===== config.mk =====
export PLATFORM = sky130hd
export DESIGN_NAME = periph_bus_master
export DESIGN_NICKNAME = d
export VERILOG_FILES = /design/src/rtl/periph_bus_master.sv
export SDC_FILE = /design/constraint.sdc
export NUM_CORES = 1
export LEC_CHECK = 0
export CORE_MARGIN = 3
export CORE_UTILIZATION = 48
export DETAILED_ROUTE_END_ITERATION = 8
export GPL_TIMING_DRIVEN = 0
export PLACE_DENSITY = 0.81
export SKIP_LAST_GASP = 1
export SYNTH_ARGS = -nofsm -noshare
export SYNTH_HDL_FRONTEND = slang
export SYNTH_SLANG_ARGS = --single-unit
export TNS_END_PERCENT = 30

===== constraint.sdc =====
create_clock -name clk -period 2.8 [get_ports clk]
set_clock_uncertainty 0.05 [all_clocks]
set_input_delay 0.7 -clock clk [delete_from_list [all_inputs] [get_ports clk]]
set_output_delay 0.7 -clock clk [all_outputs]
set_load 0.01 [all_outputs]

===== src/rtl/periph_bus_master.sv =====
// Bus initiator for the 0x4000_0000 peripheral region: queued host commands, single-cycle bus
// accesses, read responses over valid/ready, sticky IRQ flag. IRQ_AUTO_ACK_EN adds timer auto-ack.
module periph_bus_master #(
  parameter int          DEPTH     = 4,
  parameter logic [31:0] TCON_ADDR = 32'h4000_0008
) (
  input  logic        clk,
  input  logic        rst_n,
  input  logic        cmd_valid,
  output logic        cmd_ready,
  input  logic        cmd_write,
  input  logic [31:0] cmd_addr,
  input  logic [31:0] cmd_wdata,
  output logic        rsp_valid,
  input  logic        rsp_ready,
  output logic [31:0] rsp_rdata,
  output logic        MemRead,
  output logic        MemWrite,
  output logic [31:0] Address,
  output logic [31:0] WriteData,
  input  logic [31:0] ReadData,
  input  logic        IRQ,
  output logic        irq_pending,
  input  logic        irq_clear
);

  // state    | meaning
  // IDLE     | waiting for a queued command (or an IRQ edge to acknowledge)
  // ISSUE    | bus strobe active for exactly one cycle
  // RESP     | read data held on rsp_* until the host takes it
  // ACK_RD   | reading the timer control register
  // ACK_WAIT | one quiet cycle between the ack read and write
  // ACK_WR   | writing back control value with status bit 2 cleared

  localparam int AW = $clog2(DEPTH);
  localparam int CW = AW + 1;

  if (DEPTH < 2 || (DEPTH & (DEPTH - 1)) != 0) begin : g_bad_depth
    $error("periph_bus_master: DEPTH must be a power of two and at least 2");
  end
  if (TCON_ADDR[1:0] != 2'b00) begin : g_bad_tcon
    $error("periph_bus_master: TCON_ADDR must be word aligned");
  end

`ifdef IRQ_AUTO_ACK_EN
  typedef enum logic [2:0] {S_IDLE, S_ISSUE, S_RESP, S_ACK_RD, S_ACK_WAIT, S_ACK_WR} state_t;
`else
  typedef enum logic [1:0] {S_IDLE, S_ISSUE, S_RESP} state_t;
`endif

  state_t state_q, state_d;

  logic [31:0]   fifo_addr_q  [DEPTH];
  logic [31:0]   fifo_wdata_q [DEPTH];
  logic          fifo_write_q [DEPTH];
  logic [AW-1:0] wr_ptr_q, rd_ptr_q;
  logic [CW-1:0] count_q;
  logic          push, pop, fifo_empty;

  logic        mem_read_q, mem_read_d;
  logic        mem_write_q, mem_write_d;
  logic [31:0] address_q, address_d;
  logic [31:0] write_data_q, write_data_d;
  logic        rsp_valid_q, rsp_valid_d;
  logic [31:0] rsp_rdata_q, rsp_rdata_d;

  logic irq_q, irq_prev_q, irq_rise;
  logic irq_pending_q, irq_pending_d;

`ifdef IRQ_AUTO_ACK_EN
  logic [31:0] ack_data_q, ack_data_d;
  logic        ack_req_q, ack_req_d;
  logic        ack_take;
`endif

  assign cmd_ready  = (count_q != CW'(DEPTH));
  assign fifo_empty = (count_q == '0);
  assign push       = cmd_valid && cmd_ready;

  always_ff @(posedge clk) begin
    if (push) begin
      fifo_addr_q[wr_ptr_q]  <= cmd_addr;
      fifo_wdata_q[wr_ptr_q] <= cmd_wdata;
      fifo_write_q[wr_ptr_q] <= cmd_write;
    end
  end

  always_ff @(posedge clk or negedge rst_n) begin
    if (!rst_n) begin
      wr_ptr_q <= '0;
      rd_ptr_q <= '0;
      count_q  <= '0;
    end else begin
      if (push) wr_ptr_q <= wr_ptr_q + AW'(1);
      if (pop)  rd_ptr_q <= rd_ptr_q + AW'(1);
      case ({push, pop})
        2'b10:   count_q <= count_q + CW'(1);
        2'b01:   count_q <= count_q - CW'(1);
        default: count_q <= count_q;
      endcase
    end
  end

  // IRQ is synchronised once; the edge is taken between the first and second flop.
  assign irq_rise      = irq_q && !irq_prev_q;
  assign irq_pending_d = irq_rise || (irq_pending_q && !irq_clear);

  always_ff @(posedge clk or negedge rst_n) begin
    if (!rst_n) begin
      irq_q         <= 1'b0;
      irq_prev_q    <= 1'b0;
      irq_pending_q <= 1'b0;
    end else begin
      irq_q         <= IRQ;
      irq_prev_q    <= irq_q;
      irq_pending_q <= irq_pending_d;
    end
  end

`ifdef IRQ_AUTO_ACK_EN
  assign ack_take = (state_q == S_IDLE) && (ack_req_q || irq_rise);
`endif

  always_comb begin
    state_d      = state_q;
    pop          = 1'b0;
    mem_read_d   = 1'b0;
    mem_write_d  = 1'b0;
    write_data_d = '0;
    address_d    = address_q;
    rsp_valid_d  = rsp_valid_q;
    rsp_rdata_d  = rsp_rdata_q;
`ifdef IRQ_AUTO_ACK_EN
    ack_data_d   = ack_data_q;
    ack_req_d    = ack_req_q || irq_rise;
`endif
    case (state_q)
      S_IDLE: begin
`ifdef IRQ_AUTO_ACK_EN
        if (ack_take) begin
          ack_req_d  = 1'b0;
          address_d  = TCON_ADDR;
          mem_read_d = 1'b1;
          state_d    = S_ACK_RD;
        end else
`endif
        if (!fifo_empty) begin
          pop       = 1'b1;
          address_d = fifo_addr_q[rd_ptr_q];
          if (fifo_write_q[rd_ptr_q]) begin
            mem_write_d  = 1'b1;
            write_data_d = fifo_wdata_q[rd_ptr_q];
          end else begin
            mem_read_d = 1'b1;
          end
          state_d = S_ISSUE;
        end
      end
      S_ISSUE: begin
        if (mem_read_q) begin
          rsp_rdata_d = ReadData;
          rsp_valid_d = 1'b1;
          state_d     = S_RESP;
        end else begin
          state_d = S_IDLE;
        end
      end
      S_RESP: begin
        if (rsp_ready) begin
          rsp_valid_d = 1'b0;
          state_d     = S_IDLE;
        end
      end
`ifdef IRQ_AUTO_ACK_EN
      S_ACK_RD: begin
        ack_data_d = ReadData;
        state_d    = S_ACK_WAIT;
      end
      S_ACK_WAIT: begin
        // Bit 2 is the interrupt status; enable bits are written back unchanged.
        mem_write_d  = 1'b1;
        write_data_d = ack_data_q & 32'hFFFF_FFFB;
        state_d      = S_ACK_WR;
      end
      S_ACK_WR: state_d = S_IDLE;
`endif
      default: state_d = S_IDLE;
    endcase
  end

  always_ff @(posedge clk or negedge rst_n) begin
    if (!rst_n) begin
      state_q      <= S_IDLE;
      mem_read_q   <= 1'b0;
      mem_write_q  <= 1'b0;
      address_q    <= '0;
      write_data_q <= '0;
      rsp_valid_q  <= 1'b0;
      rsp_rdata_q  <= '0;
    end else begin
      state_q      <= state_d;
      mem_read_q   <= mem_read_d;
      mem_write_q  <= mem_write_d;
      address_q    <= address_d;
      write_data_q <= write_data_d;
      rsp_valid_q  <= rsp_valid_d;
      rsp_rdata_q  <= rsp_rdata_d;
    end
  end

`ifdef IRQ_AUTO_ACK_EN
  always_ff @(posedge clk or negedge rst_n) begin
    if (!rst_n) begin
      ack_data_q <= '0;
      ack_req_q  <= 1'b0;
    end else begin
      ack_data_q <= ack_data_d;
      ack_req_q  <= ack_req_d;
    end
  end
`endif

  assign MemRead     = mem_read_q;
  assign MemWrite    = mem_write_q;
  assign Address     = address_q;
  assign WriteData   = write_data_q;
  assign rsp_valid   = rsp_valid_q;
  assign rsp_rdata   = rsp_rdata_q;
  assign irq_pending = irq_pending_q;

endmodule


Word level (Yosys, flattened, before mapping)
Memory sizes are Yosys's and may differ from the RTL's. A register that Yosys moved wholly into a read port is not among the register bits.
Cells that the tools add are included.
{"block": "totals", "register_bits": 79, "ram_bits": 260, "out_inout_bits": 101, "elab_cells": 64, "memories": 3}
{"memory": "fifo_addr_q", "words": 4, "word_bits": 32, "read_ports": 1, "rd_clocked_by_memory_dff": 1, "write_ports": 1, "line": "53", "text": "logic [31:0] fifo_addr_q [DEPTH];"}
{"memory": "fifo_wdata_q", "words": 4, "word_bits": 32, "read_ports": 1, "rd_clocked_by_memory_dff": 0, "write_ports": 1, "line": "54", "text": "logic [31:0] fifo_wdata_q [DEPTH];"}
{"memory": "fifo_write_q", "words": 4, "word_bits": 1, "read_ports": 1, "rd_clocked_by_memory_dff": 0, "write_ports": 1, "line": "55", "text": "logic fifo_write_q [DEPTH];"}
{"block": "classes", "add_sub_neg": 4, "n_eq_ne": 8, "mux": 21, "n_bitwise": 1, "reduce_logical": 15}
{"operator": "$mux W32", "n": 3}
{"operator": "$mux W1", "n": 12}
{"operator": "$mux W2", "n": 3}
{"operator": "$ne A2 B2 Y1 const B", "n": 3}
{"operator": "$pmux W2 S3", "n": 1}
{"operator": "$pmux W3 S2", "n": 1}
{"operator": "$reduce_and A2 Y1", "n": 3}
{"operator": "$add A2 B1 Y2 const B", "n": 2}
{"operator": "$eq A2 B1 Y1 const B", "n": 2}
{"operator": "$eq A2 B2 Y1 const B", "n": 2}
{"operator": "$reduce_bool A2 Y1", "n": 2}
{"operator": "$add A3 B1 Y3 const B", "n": 1}
{"operator": "$logic_and A1 B1 Y1", "n": 3}
{"operator": "$logic_not A1 Y1", "n": 3}
{"operator": "$logic_not A3 Y1", "n": 1}
{"operator": "$ne A3 B3 Y1 const B", "n": 1}
{"operator": "$reduce_and A3 Y1", "n": 1}
{"operator": "$sub A3 B1 Y3 const B", "n": 1}
{"operator": "$logic_not A2 Y1", "n": 1}
{"operator": "$pmux W1 S2", "n": 1}
{"operator": "$logic_or A1 B1 Y1", "n": 1}
{"operator": "$not A1 Y1", "n": 1}

Logic depth before layout (Yosys ltp)
Gate-level depths: netlist of run 1.
{"block": "depth", "ltp_word": 5, "ltp_mapped": 10}

Worst setup path before layout of run 1
No wires, ideal clock.
{"block": "synth_timing", "kind": "in2reg", "start": "input cmd_valid", "end": "memory fifo_addr_q[3][0], enable pin", "arrival_ps": 2277, "required_ps": 2320, "slack_ps": 43, "cell_stages": 1, "n_path_buf": 0, "cell_sequence": "and3_1"}
{"block": "synth_between", "elab_chain_len": 3}
{"item": "from (decl)", "line": "9", "text": "input logic cmd_valid,"}
{"item": "$logic_and A1 B1 Y1", "line": "78", "text": "assign push = cmd_valid && cmd_ready;"}
{"item": "$mux W1", "line": "81", "text": "if (push) begin"}
{"item": "$mux W1 (implied by the code)", "line": "82", "text": "fifo_addr_q[wr_ptr_q] <= cmd_addr;"}
{"item": "to (decl)", "line": "53"}
No other way between the ends.

Worst setup path after layout of run 1
{"block": "layout_timing", "start": "register count_q[0]", "end": "output cmd_ready"}
{"block": "layout_between", "elab_chain_len": 1}
{"item": "from (decl)", "line": "57", "text": "logic [CW-1:0] count_q;"}
{"item": "from (signal assigned)", "line": "97", "text": "2'b10: count_q <= count_q + CW'(1);"}
{"item": "from (signal assigned)", "line": "98", "text": "2'b01: count_q <= count_q - CW'(1);"}
{"item": "from (signal assigned)", "line": "99", "text": "default: count_q <= count_q;"}
{"item": "$ne A3 B3 Y1", "line": "76", "text": "assign cmd_ready = (count_q != CW'(DEPTH));"}
{"item": "to (decl)", "line": "10", "text": "output logic cmd_ready,"}
No other way between the ends.

==> impl_metrics.py, run 1 <==
metrics = {
    "status": {
        "outcome": "complete, no violations",
    },
    "worst_setup_path": {
        "cp.arrival_ns": 1.94,
        "required_ns": 2.05,
        "startpoint_type": "register",
        "worstSetupPathType": "reg -> out",
        "crit_fanout": 6,
        "cp-end-kind": "output pin",
    },
    "detailed_routing": {
        "viasPerCell": 5.180,
        "dr.pass1.iters": 4,
        "avgRoutedWirePerCell_um": 20.60,
        "drtIter0Drc": 351,
        "totalWireLength_um": 25790,
        "drc_errors": 0,
        "via_count": 6485,
        "ant_nets": 0,
    },
    "clock_network": {
        "htreeDepth": 2,
        "cts.sink_count": 371,
        "cts_tree": "done",
        "root_buffer": "clkbuf_16",
        "cts_buffers": 38,
        "clockBufferDepth": 3,
        "post_cts_resized": 0,
        "clk_latency_ns": 0.51,
        "cts_hold_buffers": 0,
        "cts_setup_buffers": 0,
        "cts.reportedPaths.clkPinSlew_ns": 0.06,
    },
    "power_and_ir_drop": {
        "pwr-share-clk_pct": 27.3,
        "p_sw_mw": 5.271,
        "pwr-share-comb_pct": 32.0,
        "intPower_mw": 14.58,
        "swShare_pct": 26.56,
        "leakagePower_nw": 6.341,
        "power.density_nw_per_um2": 1131,
        "p_seq_share_pct": 40.7,
        "ir_worst_vdd_v": 0.0006254,
    },
    "finish": {
        "fin_nets": 959,
        "nFillCells": 1861,
        "antenna_cells": 0,
        "syn2layout_area_growth_pct": 30.09,
        "final_common_cell": "edfxtp_1",
        "final_cell_mix": "edfxtp_1 (260), clkdlybuf4s50_1 (202), dfrtp_1 (111)",
        "layout-drive-gt1-share_pct": 25.23,
        "final_cells": 1252,
    },
    "sta": {
        "hold_viol": 0,
        "fin_crit_sh_pct": 95.99,
        "max_freq_mhz": 372.1,
        "setup_viol": 0,
        "drv_slew": 0,
        "worst_pin_slew_ns": 0.6729,
        "rsz0062_at_grt": "false",
        "finalCriticalPeriod_ns": 2.688,
        "tns_ns": 0,
        "slew_headroom_pct": 55.14,
        "worst_slack_ns": 0.1124,
    },
    "global_route": {
        "grt_pass1_vias": 6943,
        "track_usage_pct": 17.23,
        "grt_max_degree": 72,
        "grt.overflow.total": 0,
        "antenna_found_initial": 0,
        "grt_pass1_wl_um": 40180,
    },
    "flow_run": {
        "maxCapViolCount": 0,
    },
    "logic_synthesis": {
        "synth.distinct_cells": 33,
        "synth-seq-cells": 371,
        "seq_area_frac_synth_pct": 78.46,
        "syn_inst": 602,
        "ys_warn_count": 0,
        "synth_area_per_cell_um2": 22.41,
        "synth_edf_count": 260,
        "synthFlopType": "edfxtp_1",
        "syn_nets": 711,
        "netlist_area_um2": 13490,
        "synth-async-reset-ratio_pct": 29.92,
    },
    "worst_hold_path": {
        "hold_class": "in -> async",
    },
    "placed_design": {
        "portBuffers": 203,
        "pre_cts_ws_ns": 0.1846,
        "dp.cells": 1182,
        "dp_hpwl_um": 16230,
        "gp_congestion": 0.7295,
    },
    "floorplanning": {
        "die-width_um": 173.6,
        "start_util_pct": 49.50,
        "rows": 60,
        "io_pins": 204,
        "die_height_um": 173.6,
        "design.core.area_um2": 27250,
        "die_area_um2": 30150,
    },
}
[kinds of logic (layout without fill, tap and decap cells)]
| logic type | count (synthesis) | after routing | synth area share [%] |
|---|---|---|---|
| adder cells (fa/ha/maj) | 6 | 6 | 0.6121 |
| AO/OA/AOI/OAI | 3 | 3 | 0.1205 |
| buffers and inverters | 34 | 312 | 1.586 |
| multiplexers | 131 | 131 | 16.55 |
| XOR/XNOR | 6 | 6 | 0.3895 |
| AND/OR/NAND/NOR | 51 | 51 | 2.282 |
| flip-flops | 371 | 371 | 78.46 |
[flip-flops by register name (all words and copies together) (netlist names), 2 cells and up]
register / flops
fifo_wdata_q: 128
rd_ptr_q: 2
count_q: 3
wr_ptr_q: 2
state_q: 2
WriteData: 32
fifo_addr_q: 128
rsp_rdata: 32
Address: 32
fifo_write_q: 4
[through the flow]
stage	power [mW]	hold WS (ns)	util, %	instance area [µm²]
after CTS	20.18	0.06288	64.40	17550
after global placement	14.50	0.3144	58.67	15990
final	19.85	0.06802	64.40	17550
after global routing	20.87	0.07399	64.40	17550
after detailed placement	14.68	0.3247	59.25	16150
after floorplan	11.84	0.3037	-	13490
[power groups by stage]
stage	combinational, mW	clock, mW	sequential [mW]
global placement	6.27	0	8.23
CTS	6.53	5.55	8.10
detailed placement	6.49	0	8.18
global route	6.86	5.79	8.22
floorplan	3.37	0	8.46
finish	6.36	5.41	8.08
[cells in the mapped netlist, types with 2 or more instances]
cell / count / share of area (%)
inv_1: 9 / 0.25
buf_12: 2 / 0.30
mux2_2: 58 / 4.8
and2_1: 33 / 1.5
and3_1: 4 / 0.19
xnor2_1: 4 / 0.26
mux2_4: 6 / 0.67
nor2_1: 5 / 0.14
buf_2: 7 / 0.26
dfrtp_1: 111 / 21
xor2_1: 2 / 0.13
nand2_1: 2 / 0.056
clkbuf_1: 7 / 0.19
ha_1: 5 / 0.46
mux4_2: 64 / 11
buf_6: 4 / 0.33
buf_4: 4 / 0.22
edfxtp_1: 260 / 58
[metal layers]
layer / routed length [µm] / vias up / global-route usage [%] / part of all wire [%]
li1: - / 2870 / - / -
met1: 10780 / 3375 / 22.66 / 42
met2: 13160 / 211 / 29.57 / 51
met3: 1463 / 29 / 4.117 / 5.7
met4: 396 / 0 / 3.921 / 1.5
met5: 0 / - / 0 / 0
[critical path, stage by stage, from the launching register on]
cell and delay, ns:
dfrtp_1 0.41, or3b_1 0.46, clkdlybuf4s50_1 0.56
[area by class of cell]
type	instances	area (µm²)	area share [%]
buffer	24	176.4	1.005
clock buffer	57	1207	6.880
timing repair buffer	208	2171	12.37
clock inverter	13	195.2	1.112
multi-input combinational	197	2711	15.45
sequential	371	10590	60.32
inverter	10	37.54	0.2139
tap	372	465.4	2.652
[worst paths after layout]
| check | from | to | slack, ns | cells after the start |
|---|---|---|---|---|
| worst max-delay path | count_q[0] | cmd_ready | 0.11 | 2 |
| worst min-delay path | rst_n | irq_q | 0.07 | 1 |
| worst max register to register | state_q[0] | count_q[2] | 0.40 | 10 |
| worst min register to register | irq_q | irq_prev_q | 0.33 | 0 |
| max in group asynchronous | rst_n | WriteData[31] | 1.90 | 2 |
| min in group clk | irq_q | irq_prev_q | 0.33 | 0 |
(Power assumes the default switching activity.)
==> run 2, diff against run 1 <==
- ABC_AREA: default -> 1
- CORE_UTILIZATION: 48 -> 55
- PLACE_DENSITY: 0.81 -> 0.8
- clock period: 2.8 -> 2.6 ns (I/O delays scaled with it)
==> impl_metrics.py, run 2 <==
metrics = {
    "power_and_ir_drop": {
        "pwr-share-clk_pct": 23.1,
        "leakagePower_nw": 8.953,
        "swShare_pct": 35.24,
        "power.density_nw_per_um2": 1185,
        "p_seq_share_pct": 38.2,
        "pwr-share-comb_pct": 38.6,
        "intPower_mw": 14.70,
        "ir_worst_vdd_v": 0.0006611,
        "p_sw_mw": 7.998,
    },
    "worst_hold_path": {
        "hold_class": "reg -> reg",
    },
    "clock_network": {
        "root_buffer": "clkbuf_16",
        "cts_buffers": 38,
        "cts.reportedPaths.clkPinSlew_ns": 0.06,
        "clk_latency_ns": 0.51,
        "clockBufferDepth": 3,
        "cts.sink_count": 371,
        "htreeDepth": 2,
        "cts_tree": "done",
        "post_cts_resized": 0,
    },
    "logic_synthesis": {
        "synth.distinct_cells": 25,
        "synthFlopType": "edfxtp_1",
        "synth_edf_count": 260,
        "synthTopCellsByArea": "edfxtp_1 (51%), dfrtp_1 (18%), nand2_1 (11%)",
        "synth-seq-cells": 371,
        "netlist_area_um2": 15220,
        "synth_area_per_cell_um2": 10.46,
        "syn_inst": 1455,
        "seq_area_frac_synth_pct": 69.53,
        "synth-async-reset-ratio_pct": 29.92,
        "ys_warn_count": 0,
        "yosys-top-cells-count": "nand2_1 (461), inv_1 (337), edfxtp_1 (260)",
        "syn_nets": 1564,
        "synth_top_area_share_pct": 51.29,
        "yosysTopAreaCell": "edfxtp_1",
        "synth_most_common_cell": "nand2_1",
    },
    "worst_setup_path": {
        "crit_buf_inv": 1,
        "crit_fanout": 4,
        "cp_slowest_cell": "clkdlybuf4s50_1",
        "required_ns": 1.90,
        "worstSetupPathType": "reg -> out",
        "cp-end-kind": "output pin",
        "path_cells": "nor2_2, nand2_1, clkdlybuf4s50_1",
        "cp.arrival_ns": 1.76,
        "critical-path-top-delay-family": "buffers and inverters",
        "cpPeakStageDelay_ns": 0.51,
        "startpoint_type": "register",
    },
    "sta": {
        "slew_headroom_pct": 41.71,
        "worst_pin_slew_ns": 0.8722,
        "setup_viol": 0,
        "finalCriticalPeriod_ns": 2.460,
        "rsz0062_at_grt": "false",
        "fin_crit_sh_pct": 94.63,
        "drv_slew": 0,
        "max_freq_mhz": 406.4,
        "hold_viol": 0,
        "hold_ws_ns": 0.3298,
    },
    "global_route": {
        "track_usage_pct": 23.41,
        "grt_max_degree": 78,
        "grt_pass1_vias": 10680,
        "antenna_found_initial": 1,
        "grt.overflow.total": 0,
        "grt_pass1_wl_um": 54010,
    },
    "floorplanning": {
        "die_area_um2": 29710,
        "die-width_um": 172.4,
        "design.core.area_um2": 27100,
        "io_pins": 204,
        "start_util_pct": 56.17,
        "rows": 60,
        "die_height_um": 172.4,
    },
    "finish": {
        "final_cells": 2109,
        "final_common_cell": "nand2_1",
        "fin_nets": 1817,
        "layout-drive-gt1-share_pct": 8.866,
        "syn2layout_area_growth_pct": 25.87,
        "antenna_cells": 0,
        "final_cell_mix": "nand2_1 (461), inv_1 (337), edfxtp_1 (260)",
        "reg.largest.list": "fifo_addr_q (128), fifo_wdata_q (128)",
    },
    "placed_design": {
        "dp_hpwl_um": 22560,
        "portBuffers": 203,
        "dp.cells": 2039,
        "gp_congestion": 0.7669,
    },
    "detailed_routing": {
        "dr.pass1.iters": 6,
        "viasPerCell": 4.972,
        "avgRoutedWirePerCell_um": 16.44,
        "ant_nets": 0,
        "drc_errors": 0,
        "via_count": 10490,
        "drtIter0Drc": 666,
        "totalWireLength_um": 34670,
    },
    "flow_run": {
        "maxCapViolCount": 0,
    },
    "status": {
        "outcome": "complete, no violations",
    },
}
==> run 2: cell count changes in the layout (fill, tap and decap cells not counted), moves of 8 or more <==
cell      change
inv_1       +328
buf_4        +12
mux4_2       -64
and2_1       -33
buf_2        +22
nor2_2       +30
clkbuf_8      -8
o21ai_0      +33
nand3_1     +131
mux2_2       -58
nand2_1     +459
==> run 2: kinds of logic (layout without fill, tap and decap cells) <==
group | after synthesis | after routing | share of synthesized area, %
adder cells (fa/ha/maj) | 6 | 6 | 0.5425
flip-flops | 371 | 371 | 69.53
buffers and inverters | 398 | 680 | 10.84
XOR/XNOR | 5 | 5 | 0.2877
AO/OA/AOI/OAI | 40 | 40 | 1.414
AND/OR/NAND/NOR | 635 | 635 | 17.38
==> run 2: per-layer routing <==
| metal | share of wire (%) | vias to the layer above | global-route usage, % |
|---|---|---|---|
| li1 | - | 4975 | - |
| met1 | 39 | 4997 | 29.31 |
| met2 | 50 | 443 | 41.34 |
| met3 | 8.3 | 70 | 4.870 |
| met4 | 2.2 | 2 | 6.838 |
| met5 | 0.037 | - | 0 |
==> run 2: path summary, 6_finish.rpt <==
| path | start | to | slack, ns | cells after the start |
|---|---|---|---|---|
| min in group asynchronous | rst_n | WriteData[11] | 0.58 | 2 |
| worst min register to register | irq_q | irq_prev_q | 0.33 | 0 |
| worst max-delay path | count_q[1] | cmd_ready | 0.14 | 3 |
| max in group asynchronous | rst_n | Address[11] | 1.21 | 3 |
| worst min-delay path | irq_q | irq_prev_q | 0.33 | 0 |
| worst max register to register | state_q[0] | count_q[2] | 0.23 | 10 |
==> run 2: through the flow <==
stage | area, µm² | utilization [%] | worst slack (ns) | power (mW) | setup TNS (ns)
6_report | 19160 | 70.70 | 0.1395 | 22.70 | 0
5_1_grt | 19160 | 70.70 | 0.03608 | 24.12 | 0
4_1_cts | 19160 | 70.70 | 0.1222 | 22.85 | 0
3_5_place_dp | 17950 | 66.22 | -0.1885 | 17.52 | -7.460
3_3_place_gp | 17730 | 65.42 | -3.573 | 17.09 | -967.40
2_1_floorplan | 15230 | - | -0.3512 | 13.70 | -91.31
==> run 2: cell type report <==
| class | instances | area [µm²] |
|---|---|---|
| Tap cell | 372 | 465.4 |
| Inverter | 339 | 1272 |
| Timing Repair Buffer | 213 | 2238 |
| Fill cell | 1831 | 7940 |
| Sequential cell | 371 | 10590 |
| Buffer | 59 | 377.9 |
| Multi-Input combinational cell | 686 | 3018 |
| Clock buffer | 52 | 1045 |
| Clock inverter | 17 | 158.9 |
==> run 2: repair_timing <==
action	4_1_cts	5_1_grt
endpoints found under the hold margin	26	0
setup buffers	0	0
hold buffers	1	0
==> run 2: power by group through the flow <==
stage	Combinational [mW]	Clock, mW	Sequential (mW)
finish	8.77	5.25	8.68
CTS	8.84	5.33	8.69
detailed placement	8.74	0	8.78
floorplan	4.59	0	9.11
global route	9.70	5.60	8.82
global placement	8.27	0	8.82
==> run 3, diff against run 2 <==
- PLACE_DENSITY: 0.8 -> default
- PLACE_DENSITY_LB_ADDON: default -> 0.15
==> impl_metrics.py, run 3 (same netlist as run 2, synthesis figures left out) <==
metrics = {
    "worst_setup_path": {
        "required_ns": 1.90,
        "startpoint_type": "register",
        "ff2ff_setup_slack_ns": 0.24,
        "rr_startpoint": "state_q[0]",
        "startpoint": "count_q[1]",
        "cp.arrival_ns": 1.81,
        "reg2regPathDepth": 10,
        "crit_fanout": 4,
        "cp-end-kind": "output pin",
        "crit_end": "cmd_ready",
        "r2r-end": "count_q[2]",
        "worstSetupPathType": "reg -> out",
    },
    "power_and_ir_drop": {
        "ir_worst_vdd_v": 0.0006923,
        "leakagePower_nw": 9.002,
        "power_mw": 22.85,
        "power.density_nw_per_um2": 1186,
    },
    "placed_design": {
        "portBuffers": 203,
        "gp_congestion": 0.7222,
        "dp_hpwl_um": 22250,
        "place_area_um2": 17950,
    },
    "finish": {
        "syn2layout_area_growth_pct": 26.56,
        "final_cell_mix": "nand2_1 (461), inv_1 (337), edfxtp_1 (260)",
        "final_area_um2": 19270,
        "nFillCells": 1960,
        "final_common_cell": "nand2_1",
        "reg.largest.list": "fifo_addr_q (128), fifo_wdata_q (128)",
        "utilization_pct": 71.09,
        "fin_nets": 1818,
        "layout-drive-gt1-share_pct": 9.086,
    },
    "clock_network": {
        "clockBufferDepth": 3,
        "cts_tree": "done",
        "cts_setup_buffers": 0,
        "root_buffer": "clkbuf_16",
        "clk_latency_ns": 0.52,
        "htreeDepth": 2,
        "cts.sink_count": 371,
        "cts_buffers": 39,
        "post_cts_resized": 0,
        "cts.reportedPaths.clkPinSlew_ns": 0.06,
    },
    "detailed_routing": {
        "viasPerCell": 4.842,
        "dr.pass1.iters": 5,
        "totalWireLength_um": 33760,
        "via_count": 10230,
        "drc_errors": 0,
        "drtIter0Drc": 710,
        "ant_nets": 0,
        "avgRoutedWirePerCell_um": 15.98,
    },
    "sta": {
        "slew_headroom_pct": 39.77,
        "worst_pin_slew_ns": 0.9013,
        "hold_viol": 0,
        "fin_crit_sh_pct": 96.54,
        "rsz0062_at_grt": "false",
        "max_freq_mhz": 398.4,
        "drv_slew": 0,
        "finalCriticalPeriod_ns": 2.510,
        "setup_viol": 0,
    },
    "floorplanning": {
        "die_height_um": 172.4,
        "io_pins": 204,
        "die_area_um2": 29710,
        "rows": 60,
        "die-width_um": 172.4,
        "start_util_pct": 56.17,
        "design.core.area_um2": 27100,
    },
    "global_route": {
        "grt_pass1_vias": 9992,
        "grt_pass1_wl_um": 52100,
        "antenna_found_initial": 3,
        "track_usage_pct": 22.78,
        "grt.overflow.total": 0,
        "grt_max_degree": 80,
    },
    "worst_hold_path": {
        "whs_path_depth": 0,
        "hold_class": "reg -> reg",
    },
    "status": {
        "outcome": "complete, no violations",
    },
    "flow_run": {
        "maxCapViolCount": 0,
    },
}
==> run 3: changes by cell type in the layout (fill, tap and decap cells not counted), sizes merged <==
cell / delta
clkbuf: +6
clkinv: -3
diode: +2
inv: -1
==> run 3: worst min path at each step <==
stage / from / end / slack, ns
floorplan: rst_n / Address[0] / 0.30
global placement: irq_q / irq_prev_q / 0.31
detailed placement: irq_q / irq_prev_q / 0.32
CTS: irq_q / irq_prev_q / 0.33
global route: irq_q / irq_prev_q / 0.36
finish: irq_q / irq_prev_q / 0.33
==> run 3: power breakdown <==
| group | switching, mW | internal [mW] |
|---|---|---|
| Clock | 2.13 | 3.40 |
| Combinational | 5.14 | 3.49 |
| Sequential | 0.586 | 8.10 |
| Total | 7.86 | 15.0 |
==> run 3: cell type report <==
| class | count | area, µm² | area share (%) |
|---|---|---|---|
| Sequential cell | 371 | 10590 | 54.94 |
| Multi-Input combinational cell | 686 | 3018 | 15.66 |
| Timing Repair Buffer | 213 | 2238 | 11.62 |
| Inverter | 339 | 1272 | 6.604 |
| Clock buffer | 58 | 1170 | 6.072 |
| Tap cell | 372 | 465.4 | 2.416 |
| Buffer | 59 | 377.9 | 1.961 |
| Clock inverter | 13 | 135.1 | 0.7013 |
| Antenna cell | 2 | 5.005 | 0.02598 |
==> run 3: critical path, cell delays in order (launching register included) <==
cell and delay (ns):
dfrtp_1 0.40, nor2_2 0.24, nand2_1 0.13, clkdlybuf4s50_1 0.52
==> run 3: timing repair <==
action	CTS	global route
endpoints found under the hold margin	28	0
hold buffers	1	0
setup endpoints to repair	0	0
==> run 3: routing by layer <==
metal	part of all wire [%]	vias to the layer above	GRT usage [%]
met5	0.068	-	0
met4	2.5	4	7.220
met3	7.0	64	4.207
met2	50	339	40.18
met1	40	4838	28.67
li1	-	4987	-
==> run 3: through the flow <==
stage | setup TNS, ns | worst slack [ns] | std cells | hold slack, ns
floorplan | -91.31 | -0.3512 | 1455 | 0.3037
global placement | -1003.65 | -3.766 | 2030 | 0.3105
detailed placement | -25.64 | -0.3080 | 2039 | 0.3194
CTS | 0 | 0.05466 | 2111 | 0.3331
global route | 0 | 0.0004132 | 2112 | 0.3595
finish | 0 | 0.08986 | 2113 | 0.3330
